===== config.mk =====
export PLATFORM = sky130hd
export DESIGN_NAME = replay_sched_flat
export DESIGN_NICKNAME = d
export VERILOG_FILES = /design/src/rtl/replay_pkg.sv /design/src/rtl/replay_if.sv /design/src/rtl/replay_timer.sv /design/src/rtl/replay_sched.sv /design/src/flat_wrapper.sv
export SDC_FILE = /design/constraint.sdc
export NUM_CORES = 1
export LEC_CHECK = 0
export CAP_MARGIN = 20
export CORE_MARGIN = 2
export CORE_UTILIZATION = 30
export CTS_CLUSTER_SIZE = 28
export DETAILED_ROUTE_END_ITERATION = 10
export PLACE_DENSITY = 0.5
export SYNTH_ARGS = -nofsm -noshare
export SYNTH_HDL_FRONTEND = slang
export SYNTH_SLANG_ARGS = --single-unit

===== constraint.sdc =====
create_clock -name clk -period 7.8 [get_ports clk]
set_input_delay 0.78 -clock clk [delete_from_list [all_inputs] [get_ports clk]]
set_output_delay 0.78 -clock clk [all_outputs]
set_load 0.05 [all_outputs]

===== src/rtl/replay_pkg.sv =====
// replay_pkg: shared state encoding, buffer command codes and modulo sequence arithmetic
package replay_pkg;
    localparam int SEQ_W         = 12;
    localparam int WORDS_PER_TLP = 10;
    typedef logic [SEQ_W-1:0] seq_t;
    typedef enum logic [2:0] {IDLE, PURGE, REWIND, RETRAIN, LATCH, REPLAY} state_t;
    localparam logic [1:0] BUF_RD_NONE   = 2'b00;
    localparam logic [1:0] BUF_RD_PURGE  = 2'b01;
    localparam logic [1:0] BUF_RD_REWIND = 2'b10;
    function automatic seq_t seq_dist(input seq_t a, input seq_t b);
        return a - b;
    endfunction
endpackage


===== src/rtl/replay_if.sv =====
// replay_if: DLLP decoder, TX path and replay buffer signals seen by the replay scheduler
interface replay_if;
    import replay_pkg::*;
    logic       en;
    logic       dllp_valid;
    logic       dllp_ready;
    logic       dllp_nak;
    seq_t       dllp_seq;
    logic       tlp_sent;
    logic       buf_wr;
    seq_t       buf_num_replay;
    logic [1:0] buf_rd;
    seq_t       buf_seq;
    logic       buf_tim_out;
    logic       buf_rep;
    seq_t       buf_replay_index;
    logic       replay_word_valid;
    logic       tx_hold;
    logic       link_retrain;
    logic       retrain_done;
    seq_t       next_seq;
    seq_t       ackd_seq;
    logic       dllp_err;
    modport master (
        input  en, dllp_valid, dllp_nak, dllp_seq, tlp_sent, buf_wr, buf_num_replay, retrain_done,
        output dllp_ready, buf_rd, buf_seq, buf_tim_out, buf_rep, buf_replay_index,
               replay_word_valid, tx_hold, link_retrain, next_seq, ackd_seq, dllp_err
    );
    modport slave (
        output en, dllp_valid, dllp_nak, dllp_seq, tlp_sent, buf_wr, buf_num_replay, retrain_done,
        input  dllp_ready, buf_rd, buf_seq, buf_tim_out, buf_rep, buf_replay_index,
               replay_word_valid, tx_hold, link_retrain, next_seq, ackd_seq, dllp_err
    );
endinterface


===== src/rtl/replay_timer.sv =====
// replay_timer: saturating replay timer with clear, hold and expiry flag
module replay_timer #(
    parameter int LIMIT = 711
) (
    input  logic clk,
    input  logic rst,
    input  logic i_en,
    input  logic i_clr,
    input  logic i_inc,
    output logic o_expired
);
    localparam int W = $clog2(LIMIT + 1);
    logic [W-1:0] r_cnt;
    assign o_expired = r_cnt == W'(LIMIT);
    always_ff @(posedge clk or posedge rst) begin
        if (rst)
            r_cnt <= '0;
        else if (i_en)
            r_cnt <= i_clr ? '0 : (i_inc && !o_expired) ? r_cnt + W'(1) : r_cnt;
    end
endmodule


===== src/rtl/replay_sched.sv =====
// replay_sched: DLL replay controller sequencing ACK/NAK purges, timeouts and buffer replays
module replay_sched
    import replay_pkg::*;
#(
    parameter int TIMER_LIMIT    = 711,
    parameter int REPLAY_NUM_MAX = 3
) (
    input logic      clk,
    input logic      rst,
    replay_if.master bus
);
    localparam int RN_W = $clog2(REPLAY_NUM_MAX + 1);
    state_t          r_state;
    seq_t            r_next_seq, r_ackd_seq, r_d, r_dllp_seq, r_len, r_idx, r_seq, r_index;
    logic [RN_W-1:0] r_rnum;
    logic [1:0]      r_rd;
    logic            r_nak, r_tim_out, r_rep, r_word_valid, r_retrain, r_err;
    seq_t            w_out, w_d;
    logic            w_accept, w_expired, w_clr, w_inc, w_skip;

    assign w_out    = seq_dist(r_next_seq - seq_t'(1), r_ackd_seq);
    assign w_d      = seq_dist(bus.dllp_seq, r_ackd_seq);
    assign w_accept = bus.dllp_valid && bus.dllp_ready;
    assign w_skip   = (bus.buf_num_replay == '1) || (w_out == '0);
    assign w_inc    = (r_state == IDLE) && (w_out != '0);
    assign w_clr    = (r_state == PURGE && !bus.buf_wr) || (r_state == LATCH && w_skip) ||
                      (r_state == REPLAY && r_idx == r_len);

    replay_timer #(.LIMIT(TIMER_LIMIT)) u_timer (
        .clk       (clk),
        .rst       (rst),
        .i_en      (bus.en),
        .i_clr     (w_clr),
        .i_inc     (w_inc),
        .o_expired (w_expired)
    );

    assign bus.dllp_ready        = bus.en && (r_state == IDLE);
    assign bus.tx_hold           = r_state != IDLE;
    assign bus.buf_rd            = r_rd;
    assign bus.buf_seq           = r_seq;
    assign bus.buf_tim_out       = r_tim_out;
    assign bus.buf_rep           = r_rep;
    assign bus.buf_replay_index  = r_index;
    assign bus.replay_word_valid = r_word_valid;
    assign bus.link_retrain      = r_retrain;
    assign bus.next_seq          = r_next_seq;
    assign bus.ackd_seq          = r_ackd_seq;
    assign bus.dllp_err          = r_err;

    always_ff @(posedge clk or posedge rst) begin
        if (rst) begin
            r_state      <= IDLE;
            r_next_seq   <= seq_t'(1);
            r_ackd_seq   <= '0;
            r_d          <= '0;
            r_dllp_seq   <= '0;
            r_len        <= '0;
            r_idx        <= '0;
            r_rnum       <= '0;
            r_nak        <= 1'b0;
            r_rd         <= BUF_RD_NONE;
            r_seq        <= '0;
            r_tim_out    <= 1'b0;
            r_rep        <= 1'b0;
            r_index      <= '0;
            r_word_valid <= 1'b0;
            r_retrain    <= 1'b0;
            r_err        <= 1'b0;
        end else if (!bus.en) begin
            r_rd         <= BUF_RD_NONE;
            r_seq        <= '0;
            r_tim_out    <= 1'b0;
            r_rep        <= 1'b0;
            r_index      <= '0;
            r_word_valid <= 1'b0;
            r_retrain    <= 1'b0;
            r_err        <= 1'b0;
        end else begin
            r_rd         <= BUF_RD_NONE;
            r_seq        <= '0;
            r_tim_out    <= 1'b0;
            r_rep        <= 1'b0;
            r_index      <= '0;
            r_word_valid <= r_rep;
            r_retrain    <= 1'b0;
            r_err        <= 1'b0;
            if (bus.tlp_sent)
                r_next_seq <= r_next_seq + seq_t'(1);
            case (r_state)
                IDLE: begin
                    if (w_accept) begin
                        if (w_d > w_out)
                            r_err <= 1'b1;
                        else if (bus.dllp_nak || w_d != '0) begin
                            r_nak      <= bus.dllp_nak;
                            r_d        <= w_d;
                            r_dllp_seq <= bus.dllp_seq;
                            r_state    <= (w_d != '0) ? PURGE : REWIND;
                        end
                    end else if (w_expired) begin
                        r_nak   <= 1'b0;
                        r_state <= REWIND;
                    end
                end
                PURGE: begin
                    if (!bus.buf_wr) begin
                        r_rd       <= BUF_RD_PURGE;
                        r_seq      <= r_d;
                        r_ackd_seq <= r_dllp_seq;
                        r_rnum     <= '0;
                        r_state    <= r_nak ? REWIND : IDLE;
                    end
                end
                REWIND: begin
                    if (!bus.buf_wr) begin
                        if (r_rnum == RN_W'(REPLAY_NUM_MAX)) begin
                            r_retrain <= 1'b1;
                            r_rnum    <= '0;
                            r_state   <= RETRAIN;
                        end else begin
                            r_rd      <= r_nak ? BUF_RD_REWIND : BUF_RD_NONE;
                            r_tim_out <= !r_nak;
                            r_seq     <= r_ackd_seq + seq_t'(1);
                            r_rnum    <= r_rnum + RN_W'(1);
                            r_state   <= LATCH;
                        end
                    end
                end
                RETRAIN: begin
                    if (bus.retrain_done)
                        r_state <= REWIND;
                end
                LATCH: begin
                    r_len   <= bus.buf_num_replay;
                    r_idx   <= '0;
                    r_state <= w_skip ? IDLE : REPLAY;
                end
                REPLAY: begin
                    r_rep   <= 1'b1;
                    r_index <= r_idx;
                    r_idx   <= r_idx + seq_t'(1);
                    if (r_idx == r_len)
                        r_state <= IDLE;
                end
                default: r_state <= IDLE;
            endcase
        end
    end
endmodule


===== src/flat_wrapper.sv =====
// flat-port wrapper written by rule: the top's interface ports become plain ports
module replay_sched_flat import replay_pkg::*;
#(
    parameter int TIMER_LIMIT    = 711,
    parameter int REPLAY_NUM_MAX = 3
)
  (clk, rst, bus_en, bus_dllp_valid, bus_dllp_nak, bus_dllp_seq, bus_tlp_sent, bus_buf_wr, bus_buf_num_replay, bus_retrain_done, bus_dllp_ready, bus_buf_rd, bus_buf_seq, bus_buf_tim_out, bus_buf_rep, bus_buf_replay_index, bus_replay_word_valid, bus_tx_hold, bus_link_retrain, bus_next_seq, bus_ackd_seq, bus_dllp_err);
  replay_if bus_i ();
  input logic clk;
  input logic rst;
  input wire logic [$bits(bus_i.en)-1:0] bus_en;
  input wire logic [$bits(bus_i.dllp_valid)-1:0] bus_dllp_valid;
  input wire logic [$bits(bus_i.dllp_nak)-1:0] bus_dllp_nak;
  input wire logic [$bits(bus_i.dllp_seq)-1:0] bus_dllp_seq;
  input wire logic [$bits(bus_i.tlp_sent)-1:0] bus_tlp_sent;
  input wire logic [$bits(bus_i.buf_wr)-1:0] bus_buf_wr;
  input wire logic [$bits(bus_i.buf_num_replay)-1:0] bus_buf_num_replay;
  input wire logic [$bits(bus_i.retrain_done)-1:0] bus_retrain_done;
  output wire logic [$bits(bus_i.dllp_ready)-1:0] bus_dllp_ready;
  output wire logic [$bits(bus_i.buf_rd)-1:0] bus_buf_rd;
  output wire logic [$bits(bus_i.buf_seq)-1:0] bus_buf_seq;
  output wire logic [$bits(bus_i.buf_tim_out)-1:0] bus_buf_tim_out;
  output wire logic [$bits(bus_i.buf_rep)-1:0] bus_buf_rep;
  output wire logic [$bits(bus_i.buf_replay_index)-1:0] bus_buf_replay_index;
  output wire logic [$bits(bus_i.replay_word_valid)-1:0] bus_replay_word_valid;
  output wire logic [$bits(bus_i.tx_hold)-1:0] bus_tx_hold;
  output wire logic [$bits(bus_i.link_retrain)-1:0] bus_link_retrain;
  output wire logic [$bits(bus_i.next_seq)-1:0] bus_next_seq;
  output wire logic [$bits(bus_i.ackd_seq)-1:0] bus_ackd_seq;
  output wire logic [$bits(bus_i.dllp_err)-1:0] bus_dllp_err;
  assign bus_i.en = bus_en;
  assign bus_i.dllp_valid = bus_dllp_valid;
  assign bus_i.dllp_nak = bus_dllp_nak;
  assign bus_i.dllp_seq = bus_dllp_seq;
  assign bus_i.tlp_sent = bus_tlp_sent;
  assign bus_i.buf_wr = bus_buf_wr;
  assign bus_i.buf_num_replay = bus_buf_num_replay;
  assign bus_i.retrain_done = bus_retrain_done;
  assign bus_dllp_ready = bus_i.dllp_ready;
  assign bus_buf_rd = bus_i.buf_rd;
  assign bus_buf_seq = bus_i.buf_seq;
  assign bus_buf_tim_out = bus_i.buf_tim_out;
  assign bus_buf_rep = bus_i.buf_rep;
  assign bus_buf_replay_index = bus_i.buf_replay_index;
  assign bus_replay_word_valid = bus_i.replay_word_valid;
  assign bus_tx_hold = bus_i.tx_hold;
  assign bus_link_retrain = bus_i.link_retrain;
  assign bus_next_seq = bus_i.next_seq;
  assign bus_ackd_seq = bus_i.ackd_seq;
  assign bus_dllp_err = bus_i.dllp_err;
  replay_sched #(.TIMER_LIMIT(TIMER_LIMIT), .REPLAY_NUM_MAX(REPLAY_NUM_MAX)) u_core (.clk(clk), .rst(rst), .bus(bus_i));
endmodule

==> qor.yml <==
cell_internal_pwr_w: 0.002085
drtPass1Iterations: 5
outcome: "complete, no violations"
drt_wl_total_mm: 16.85
drtAntennaViolNets: 0
startpoint_type: "input port"
power_frac_clock_pct: 22.9
synth_seq_cells: 119
clk_latency_ns: 0.43
endpoint_kind: "flip-flop"
clock_root_buffer: "sky130_fd_sc_hd__clkbuf_16"
detailroute.via_count: 5096
dominantRegCellSynth: "sky130_fd_sc_hd__dfrtp_1"
antenna_found_initial: 0
area_delta_synth_final_pct: 26.70
cts_made_buffers: 17
number_of_failing_setup_endpoints_in_the_final_timing_report: 0
post_synth_inst_count: 689
coreArea_um2: 21890
grt.overflow.total: 0
worst_ep_arrival_time_ns: 4.93
drv_slew: 0
cp-startpoint: "bus_dllp_seq[0]"
ff2ff_setup_slack_ns: 3.37
worst_ep_required_time_ns: 8.09
grt_use_total_pct: 14.85
placement.io_buffers: 88
clkSlewWorstSetupHoldPaths_ns: 0.06
finalHoldViolCount: 0
post-route-drc-count: 0
final_design_area_no_fill_um2: 8514
post_synth.cell_area_avg_um2: 9.754
grt_max_degree: 75
end_point_of_the_critical_path: "u_core.r_d[8]"
max_freq_ghz: 0.2159
grt_use_met3_pct: 3.495
cts_htree_levels: 4
chipHeight_um: 153.7
final.min_clock_period_ns: 4.632
swShare_pct: 42.38
global_route_wire_length_before_repair_mm: 27.76
cts_post_setup_buffers_inserted: 0
synth-edff-count: 0
crit_type: "input port to flip-flop"
max_clock_buf_depth: 2
cts_sinks: 119
met2_usage_grt_pct: 21.21
cap_viol_max_count: 0
ys_async_sr_fraction_pct: 100.0
use_met1_pct: 22.11
routedWlPerCell_um: 15.69
final.setup_skew_ns: 0.02074
placement.cell_area_um2: 7894
power_leakage_nw: 3.797
placed_cells: 1042
first_iter_violations: 333
floorplan.initialDensity_pct: 30.70
combPwrFrac_pct: 49.7
design.portCount: 89
crit-reg2reg-launch: "u_core.bus.ackd_seq[0]"
synthesis.nets: 762
synth_cell_type_count: 64
reg2reg_to: "u_core.r_d[8]"
synth_seq_area_share_pct: 44.33
seq_pwr_share_pct: 27.4
vias_in_the_first_global_route: 5125
cts_tree: "done"
placement_rows: 54
nFillCells: 2262
rsz_0062_raised_after_global_routing: "no"
instances_no_fill: 1074
power_spent_charging_and_discharging_nets_w: 0.001534
syn-cell-area_um2: 6720
gp_congestion: 0.8355
dp_hpwl_mm: 12.64
layout.nets: 854
timing_worst_slew_pin_value_ns: 0.9770
design.die.area_um2: 23610
ctsResizeCount: 0
path_max_fanout: 24
reg2reg_depth: 16
top_usage_layer: "met1"
route.detailed.vias_per_inst: 4.745
min_path_type: "flip-flop to flip-flop"
min_period_over_period_pct: 59.39
insertedDiodeCount: 0
layout-drive-gt1-share_pct: 8.690
hold-path-cell-count: 2
relSlewSlack_pct: 34.62
setup-tns-final_ns: 0
warnings_synthesis: 0
power.density_cell_area_nw_per_um2: 425.1
ir_worst_vdd_mv: 0.1791
die_w_um: 153.7
cts_hold_buffers: 0
==> cell families after synthesis <==
logic type,Yosys count,synth area share (%)
AO/OA/AOI/OAI,116,11.86
buffers and inverters,57,3.407
AND/OR/NAND/NOR,264,18.82
XOR/XNOR,55,7.168
multiplexers,37,6.554
adder cells (fa/ha/maj),41,7.857
flip-flops,119,44.33
==> critical path: stages <==
cell,delay (ns)
sky130_fd_sc_hd__clkdlybuf4s50_1,0.48
sky130_fd_sc_hd__inv_1,0.05
sky130_fd_sc_hd__ha_1,0.20
sky130_fd_sc_hd__fa_1,0.39
sky130_fd_sc_hd__nand2b_1,0.16
sky130_fd_sc_hd__a21oi_1,0.21
sky130_fd_sc_hd__a31oi_1,0.20
sky130_fd_sc_hd__or4_1,0.43
sky130_fd_sc_hd__nand3_1,0.13
sky130_fd_sc_hd__ha_1,0.17
sky130_fd_sc_hd__nand4_1,0.11
sky130_fd_sc_hd__or2_2,0.32
sky130_fd_sc_hd__o221ai_1,0.19
sky130_fd_sc_hd__o21a_1,0.21
sky130_fd_sc_hd__nor2_1,0.11
sky130_fd_sc_hd__o21ai_4,0.36
sky130_fd_sc_hd__mux2_2,0.41
==> layout make-up <==
class                      count  area (um2)  share of cell area [%]
inverter                      39       148.9                   1.749
tap                          280       350.3                   4.115
clock buffer                  19       452.9                   5.320
sequential                   119        2979                   34.99
multi-input combinational    513        3512                   41.25
timing repair buffer          91       903.4                   10.61
clock inverter                13       167.7                   1.969
==> metal layers <==
| metal | wire length (um) | up-vias | part of all wire, % |
|---|---|---|---|
| met4 | 168 | 0 | 1.0 |
| met5 | 0 | - | 0 |
| met1 | 8888 | 2389 | 53 |
| li1 | - | 2611 | - |
| met3 | 684 | 7 | 4.1 |
| met2 | 7104 | 89 | 42 |
==> layout by cell type, fill, tap and decap left out, types with 4 or more instances in the layout <==
master and n:
sky130_fd_sc_hd__and3_1 10, sky130_fd_sc_hd__a21oi_1 22, sky130_fd_sc_hd__inv_1 37, sky130_fd_sc_hd__nand4_1 18, sky130_fd_sc_hd__o21ai_0 28, sky130_fd_sc_hd__a21o_1 7
sky130_fd_sc_hd__a22oi_1 14, sky130_fd_sc_hd__xnor2_1 40, sky130_fd_sc_hd__or3_1 5, sky130_fd_sc_hd__clkbuf_16 17, sky130_fd_sc_hd__mux2i_1 11, sky130_fd_sc_hd__ha_1 39
sky130_fd_sc_hd__clkdlybuf4s50_1 88, sky130_fd_sc_hd__mux2_4 10, sky130_fd_sc_hd__dfrtp_1 118, sky130_fd_sc_hd__nand2_1 96, sky130_fd_sc_hd__mux2_2 13, sky130_fd_sc_hd__nor3_1 12
sky130_fd_sc_hd__and2_1 16, sky130_fd_sc_hd__o21a_1 5, sky130_fd_sc_hd__xor2_1 15, sky130_fd_sc_hd__nor2_1 63, sky130_fd_sc_hd__nand2b_1 5, sky130_fd_sc_hd__o211ai_1 4
sky130_fd_sc_hd__nand3_1 17
==> Yosys cell counts, types with 4 or more instances <==
cell                       instances  area share (%)
sky130_fd_sc_hd__nand2b_1          5            0.47
sky130_fd_sc_hd__inv_1            38             2.1
sky130_fd_sc_hd__nand3_1          17             1.3
sky130_fd_sc_hd__clkbuf_1         16            0.89
sky130_fd_sc_hd__mux2_2           13             2.2
sky130_fd_sc_hd__dfrtp_1         118              44
sky130_fd_sc_hd__nor2_1           63             3.5
sky130_fd_sc_hd__nand2_1          96             5.4
sky130_fd_sc_hd__o21a_1            5            0.56
sky130_fd_sc_hd__o211ai_1          4            0.45
sky130_fd_sc_hd__a22oi_1          14             1.6
sky130_fd_sc_hd__nand4_1          18             1.7
sky130_fd_sc_hd__or3_1             5            0.47
sky130_fd_sc_hd__xnor2_1          40             5.2
sky130_fd_sc_hd__mux2_4           10             2.2
sky130_fd_sc_hd__a21o_1            7            0.78
sky130_fd_sc_hd__xor2_1           15             2.0
sky130_fd_sc_hd__o21ai_0          28             2.1
sky130_fd_sc_hd__mux2i_1          11             1.6
sky130_fd_sc_hd__and3_1           10            0.93
sky130_fd_sc_hd__ha_1             39             7.3
sky130_fd_sc_hd__nor3_1           12            0.89
sky130_fd_sc_hd__a21oi_1          22             1.6
sky130_fd_sc_hd__and2_1           16             1.5
==> how the worst min path moves through the flow <==
stage | from | to
floorplan | u_core.r_dllp_seq[11] | u_core.bus.ackd_seq[11]
CTS | u_core.r_dllp_seq[9] | u_core.bus.ackd_seq[9]
global placement | u_core.r_dllp_seq[9] | u_core.bus.ackd_seq[9]
finish | u_core.r_dllp_seq[11] | u_core.bus.ackd_seq[11]
detailed placement | u_core.r_dllp_seq[3] | u_core.bus.ackd_seq[3]
global route | u_core.r_dllp_seq[9] | u_core.bus.ackd_seq[9]
==> power groups by stage <==
| stage | Combinational (W) | Clock, W | Sequential (W) |
|---|---|---|---|
| after global routing | 0.00202 | 0.000873 | 0.00103 |
| after global placement | 0.00180 | 0 | 0.00101 |
| after CTS | 0.00182 | 0.000844 | 0.000996 |
| after detailed placement | 0.00181 | 0 | 0.00101 |
| final | 0.00180 | 0.000827 | 0.000993 |
| after floorplan | 0.00121 | 0 | 0.00111 |
==> flip-flops by register name, indices dropped and copies added, names as in the netlist, 2 cells and up <==
name	cells
u_core.r_d	12
u_core.bus.buf_seq	12
u_core.u_timer.r_cnt	10
u_core.r_len	12
u_core.r_state	3
u_core.r_idx	12
u_core.r_rnum	2
u_core.r_dllp_seq	12
u_core.bus.buf_replay_index	12
u_core.bus.next_seq	12
u_core.bus.ackd_seq	12
u_core.bus.buf_rd	2
==> stage by stage <==
step	worst slack [ns]	utilization (%)	total power, W	hold WS [ns]
after CTS	3.147	38.89	0.003660	0.4795
after floorplan	3.690	-	0.002328	0.4331
final	3.168	38.89	0.003619	0.4757
after global routing	2.897	38.89	0.003921	0.5017
after global placement	2.781	36.06	0.002809	0.4558
after detailed placement	2.698	36.06	0.002816	0.4654
No activity file was read; power rests on OpenSTA's default activity.
